<file path="config.mk">
export PLATFORM = sky130hd
export DESIGN_NAME = pipe_run_ctrl
export DESIGN_NICKNAME = d
export VERILOG_FILES = /design/src/rtl/pipe_run_ctrl_pkg.sv /design/src/rtl/pipe_run_ctrl_btn_edge_sync.sv /design/src/rtl/pipe_run_ctrl.sv
export SDC_FILE = /design/constraint.sdc
export NUM_CORES = 1
export LEC_CHECK = 0
export BUFFER_PORTS_ARGS = -buffer_cell sky130_fd_sc_hd__buf_2
export CORE_UTILIZATION = 45
export CTS_BUF_LIST = sky130_fd_sc_hd__clkbuf_8
export DETAILED_ROUTE_END_ITERATION = 8
export MAX_ROUTING_LAYER = met4
export PLACE_DENSITY = 0.7
export SETUP_SLACK_MARGIN = 0.15
export SLEW_MARGIN = 20
export SYNTH_ARGS = -nofsm -noshare
export SYNTH_HDL_FRONTEND = slang
export SYNTH_SLANG_ARGS = --single-unit
</file>
<file path="constraint.sdc">
create_clock -name clk -period 2.4 [get_ports clk]
set_input_delay 0.24 -clock clk [delete_from_list [all_inputs] [get_ports clk]]
set_output_delay 0.24 -clock clk [all_outputs]
set_load 0.1 [all_outputs]
</file>
<file path="src/rtl/pipe_run_ctrl_pkg.sv">
//------------------------------------------------------------------------------
// pipe_run_ctrl_pkg : state encoding shared by the sequencer and display mux
// Revision: 1.0
//------------------------------------------------------------------------------
`default_nettype none

package pipe_run_ctrl_pkg;

  localparam int STATE_W = 3;

  typedef enum logic [STATE_W-1:0] {
    ST_IDLE   = 3'd0,
    ST_RUN    = 3'd1,
    ST_STEP   = 3'd2,
    ST_BREAK  = 3'd3,
    ST_HALTED = 3'd4,
    ST_FLUSH  = 3'd5
  } state_e;

  function automatic int unsigned max_u(input int unsigned a, input int unsigned b);
    return (a > b) ? a : b;
  endfunction

endpackage

`default_nettype wire

</file>
<file path="src/rtl/pipe_run_ctrl_btn_edge_sync.sv">
//------------------------------------------------------------------------------
// btn_edge_sync : button synchroniser followed by a one-cycle rising-edge pulse
// Revision: 1.0
//------------------------------------------------------------------------------
`default_nettype none

module btn_edge_sync #(
  parameter int SYNC_STAGES = 2
) (
  input  logic clk,
  input  logic RST,
  input  logic btn_in,
  output logic btn_pe
);

  logic [SYNC_STAGES-1:0] sync_q, sync_d;
  logic                   prev_q, prev_d;

  always_comb begin
    sync_d = {sync_q[SYNC_STAGES-2:0], btn_in};
    prev_d = sync_q[SYNC_STAGES-1];
  end

  always_ff @(posedge clk or negedge RST) begin
    if (!RST) begin
      sync_q <= '0;
      prev_q <= 1'b0;
    end else begin
      sync_q <= sync_d;
      prev_q <= prev_d;
    end
  end

  assign btn_pe = sync_q[SYNC_STAGES-1] & ~prev_q;

endmodule

`default_nettype wire

</file>
<file path="src/rtl/pipe_run_ctrl.sv">
//------------------------------------------------------------------------------
// pipe_run_ctrl : run/step/halt sequencer owning pipeline enable and soft reset
// Optional breakpoint support: define PIPE_RUN_CTRL_BREAKPOINT_EN
// Revision: 1.0
//------------------------------------------------------------------------------
`default_nettype none

module pipe_run_ctrl
  import pipe_run_ctrl_pkg::*;
#(
  parameter int SYNC_STAGES  = 2,
  parameter int STEP_CYCLES  = 1,
  parameter int FLUSH_CYCLES = 4,
  parameter int CNT_W        = 32
) (
  input  logic             clk,
  input  logic             RST,
  input  logic             run_btn,
  input  logic             step_btn,
  input  logic             halt_in,
  input  logic [9:0]       pc_in,
  input  logic [9:0]       bp_addr,
  input  logic             bp_en,
  output logic             cpu_en,
  output logic             cpu_rst,
  output logic [2:0]       state,
  output logic [CNT_W-1:0] cycle_cnt,
  output logic             halted
);

  localparam int unsigned SEQ_MAX = max_u(STEP_CYCLES, FLUSH_CYCLES);
  localparam int          SEQ_W   = $clog2(SEQ_MAX + 1);
  localparam logic [SEQ_W-1:0] STEP_LOAD  = SEQ_W'(STEP_CYCLES - 1);
  localparam logic [SEQ_W-1:0] FLUSH_LOAD = SEQ_W'(FLUSH_CYCLES - 1);

  state_e           state_q, state_d;
  logic [SEQ_W-1:0] seq_q, seq_d;
  logic [CNT_W-1:0] cycle_cnt_q, cycle_cnt_d;
  logic             run_pe, step_pe, bp_hit;

  btn_edge_sync #(.SYNC_STAGES(SYNC_STAGES)) u_run_sync (
    .clk    (clk),
    .RST    (RST),
    .btn_in (run_btn),
    .btn_pe (run_pe)
  );

  btn_edge_sync #(.SYNC_STAGES(SYNC_STAGES)) u_step_sync (
    .clk    (clk),
    .RST    (RST),
    .btn_in (step_btn),
    .btn_pe (step_pe)
  );

`ifdef PIPE_RUN_CTRL_BREAKPOINT_EN
  logic       bp_skip_q, bp_skip_d;
  logic [9:0] skip_pc_q, skip_pc_d;

  // Leaving BREAK arms a one-shot skip so the same PC does not re-trigger.
  always_comb begin
    bp_skip_d = bp_skip_q;
    skip_pc_d = skip_pc_q;
    if ((state_q == ST_BREAK) && (run_pe || step_pe)) begin
      bp_skip_d = 1'b1;
      skip_pc_d = pc_in;
    end else if (bp_skip_q && (pc_in != skip_pc_q)) begin
      bp_skip_d = 1'b0;
    end
  end

  always_ff @(posedge clk or negedge RST) begin
    if (!RST) begin
      bp_skip_q <= 1'b0;
      skip_pc_q <= '0;
    end else begin
      bp_skip_q <= bp_skip_d;
      skip_pc_q <= skip_pc_d;
    end
  end

  assign bp_hit = bp_en & (pc_in == bp_addr) & ~bp_skip_q;
`else
  logic unused_bp;
  assign unused_bp = ^{pc_in, bp_addr, bp_en};
  assign bp_hit    = 1'b0;
`endif

  always_comb begin
    state_d     = state_q;
    seq_d       = seq_q;
    cycle_cnt_d = cycle_cnt_q;
    if (cpu_en && (cycle_cnt_q != {CNT_W{1'b1}})) begin
      cycle_cnt_d = cycle_cnt_q + 1'b1;
    end
    unique case (state_q)
      ST_IDLE: begin
        if (run_pe) begin
          state_d = ST_RUN;
        end else if (step_pe) begin
          state_d = ST_STEP;
          seq_d   = STEP_LOAD;
        end
      end
      ST_RUN: begin
        if (halt_in)     state_d = ST_HALTED;
        else if (bp_hit) state_d = ST_BREAK;
        else if (run_pe) state_d = ST_IDLE;
      end
      ST_STEP: begin
        if (halt_in)            state_d = ST_HALTED;
        else if (seq_q == '0)   state_d = ST_IDLE;
        else                    seq_d   = seq_q - 1'b1;
      end
      ST_BREAK: begin
        if (run_pe) begin
          state_d = ST_RUN;
        end else if (step_pe) begin
          state_d = ST_STEP;
          seq_d   = STEP_LOAD;
        end
      end
      ST_HALTED: begin
        if (run_pe) begin
          state_d     = ST_FLUSH;
          seq_d       = FLUSH_LOAD;
          cycle_cnt_d = '0;
        end
      end
      ST_FLUSH: begin
        if (seq_q == '0) state_d = ST_IDLE;
        else             seq_d   = seq_q - 1'b1;
      end
      default: state_d = ST_IDLE;
    endcase
  end

  always_ff @(posedge clk or negedge RST) begin
    if (!RST) begin
      state_q     <= ST_IDLE;
      seq_q       <= '0;
      cycle_cnt_q <= '0;
    end else begin
      state_q     <= state_d;
      seq_q       <= seq_d;
      cycle_cnt_q <= cycle_cnt_d;
    end
  end

  assign cpu_en    = (state_q == ST_RUN) || (state_q == ST_STEP);
  assign cpu_rst   = (state_q == ST_FLUSH);
  assign halted    = (state_q == ST_HALTED);
  assign state     = state_q;
  assign cycle_cnt = cycle_cnt_q;

endmodule

`default_nettype wire

</file>
==> impl_metrics.json <==
{
  "synthDistinctLibCells": 50,
  "worstPathMaxFanout": 6,
  "cts_htree_levels": 2,
  "drc": 0,
  "setup_viol": 0,
  "maxSlewViolCount": 0,
  "synth_common_cells": "44 x dfrtp_1, 25 x a21oi_1, 24 x nand2_1, 24 x o21ai_0, 15 x or3_1",
  "cp-end-kind": "register",
  "grt_usage_pct": 21.8,
  "io_pins": 64,
  "p_leak_uw": 0.00126,
  "crit_required_ns": 2.62,
  "max_stage_delay_ns": 0.58,
  "worst_slew_pin_slew_ns": 0.501,
  "grt_overflow_total": 0,
  "fin_tns_setup_ns": 0,
  "cp.buffers_inverters": 0,
  "cts_tree": "yes",
  "grt_max_degree": 26,
  "status": "finished clean",
  "multi_input_area_um2": 1280,
  "hpwlAfterDp_mm": 3.88,
  "cts_sinks": 44,
  "p_per_area_nw_per_um2": 876,
  "layout-drive-gt1-share_pct": 33.0,
  "synth_seq_cells": 44,
  "power_uw": 2540,
  "postSynth.asyncResetShare_pct": 100,
  "synth_largest_area_cell": "dfrtp_1",
  "grt_pass1_vias": 1920,
  "clkTransAtPathRegs_ns": 0.08,
  "ant_nets": 0,
  "ys.flop_type": "dfrtp_1",
  "synth.most_common_cell": "dfrtp_1",
  "ys_top_cells_by_area": "dfrtp_1 45%, a21oi_1 5.1%, o21ai_0 4.9%",
  "register_area_um2": 1140,
  "synthCells": 266,
  "viasPerCell": 5.74,
  "synth_nets": 295,
  "crit_start": "cycle_cnt[0]",
  "vias": 2193,
  "nNetsFinal": 340,
  "numCtsBuffers": 5,
  "die_height_um": 75.8,
  "min_period_ns": 2.13,
  "min_period_over_period_pct": 88.8,
  "drv_cap": 0,
  "design.core.area_um2": 5170,
  "critPathTopFamily": "simple AND/OR/NAND/NOR gates",
  "vdd_drop_max_mv": 0.724,
  "ys_seq_area_share_pct": 44.9,
  "wl_mm": 5.45,
  "initial_utilization_pct": 47.4,
  "synth.avg_cell_area_um2": 9.21,
  "worstHoldStart": "step_btn",
  "clk_latency_ns": 0.31,
  "synth-edff-count": 0,
  "routedWlPerCell_um": 14.3,
  "cts.path.max_buffers": 2,
  "fill_cells": 462,
  "n_antenna_cell": 0,
  "cts_resized": 0,
  "slowest_stage": "or4_2",
  "max_freq_mhz": 469,
  "post-cts-setup-buffers": 0,
  "die_area_um2": 5740,
  "worstReg2RegStart": "cycle_cnt[0]",
  "stdcell_count": 382,
  "ys.warnings.count": 0,
  "die_w_um": 75.8,
  "grt_pass1_wl_mm": 9.18,
  "cts_root_buf": "clkbuf_8",
  "first_iter_violations": 120,
  "cp.arrival_ns": 2.36,
  "io_buffers": 42,
  "syn_area_um2": 2450,
  "num_rows": 26,
  "antenna_found_initial": 0,
  "hold_buffers": 1,
  "rsz0062_at_grt": "no",
  "place_congestion": 0.796,
  "dp_cells": 373,
  "final.setup_skew_ns": 0.00603,
  "crit_type": "register to register",
  "max_slew_margin_pct": 66.8,
  "start_kind": "register",
  "dr.pass1.iters": 4,
  "path_cells": "ha_1 > and4_1 > and3_1 > o2111ai_2 > or4_2 > a21oi_1",
  "hp-class": "input pin to register",
  "area_delta_synth_final_pct": 18.5,
  "hold_viol": 0,
  "synth_top_area_share_pct": 44.9
}
[final timing paths]
path / end / slack (ns) / cells after the start
min in group asynchronous: cycle_cnt[26] / 0.39 / 2
max: cycle_cnt[22] / 0.27 / 6
max in group asynchronous: cycle_cnt[13] / 1.41 / 3
min reg2reg: u_run_sync.sync_q[1] / 0.35 / 0
max reg2reg: cycle_cnt[22] / 0.27 / 6
min: u_step_sync.sync_q[0] / 0.04 / 1
[per-stage QoR]
step	hold slack, ns	instance area (um2)	utilization (%)	setup WS (ns)
4_1_cts	0.0379	2900	56.1	0.256
3_3_place_gp	0.192	2800	54.2	0.354
3_5_place_dp	0.196	2800	54.2	0.287
5_1_grt	0.0319	2900	56.1	0.162
6_report	0.0391	2900	56.1	0.268
2_1_floorplan	-0.0556	2530	-	0.0219
[sequential cells by signal (all words and copies together) (netlist names)]
signal,flops
cycle_cnt,32
seq_q,3
state,3
u_run_sync.sync_q,2
u_step_sync.sync_q,2
u_run_sync.prev_q,1
u_step_sync.prev_q,1
[layer usage]
layer | share of wire (%) | GRT usage [%] | vias up
met3 | 4.6 | 3.97 | 7
met5 | 0 | - | -
met2 | 48 | 33.4 | 49
met1 | 47 | 29.6 | 1059
met4 | 1.2 | 6.17 | 0
li1 | - | - | 1078
[cell usage in the layout, fill, tap and decap left out, types with 4 or more instances in the layout]
master     n
buf_2     42
dfrtp_2   25
nand2_1   24
a21oi_1   24
dfrtp_1   17
o21ai_0   16
or3_1     15
nand3_1   14
nand4_1   12
inv_1     10
o21ai_1    8
nor2_1     8
buf_4      7
clkbuf_8   6
nand2b_1   5
and3_1     5
o31ai_1    5
mux2i_1    5
nor2b_1    4
a31oi_1    4
[cell families after synthesis]
logic type	count (synthesis)	share of synthesized area, %
AO/OA/AOI/OAI	73	17.5
XOR/XNOR	3	1.07
adder cells (fa/ha/maj)	3	1.53
buffers and inverters	21	4.60
flip-flops	44	44.9
multiplexers	5	2.04
AND/OR/NAND/NOR	117	28.3
[layout make-up]
cell class | instances | area share (%)
clock inverter | 2 | 0.259
timing repair buffer | 50 | 9.39
sequential | 44 | 39.3
clock buffer | 6 | 2.84
multi-input combinational | 201 | 43.9
inverter | 9 | 1.29
tap | 70 | 3.02
[power by group]
part	internal [uW]	total (uW)	switching, uW
Clock	227	481	255
Sequential	829	945	116
Combinational	269	1120	849
Total	1320	2540	1220
No activity file was read; power rests on OpenSTA's default activity.
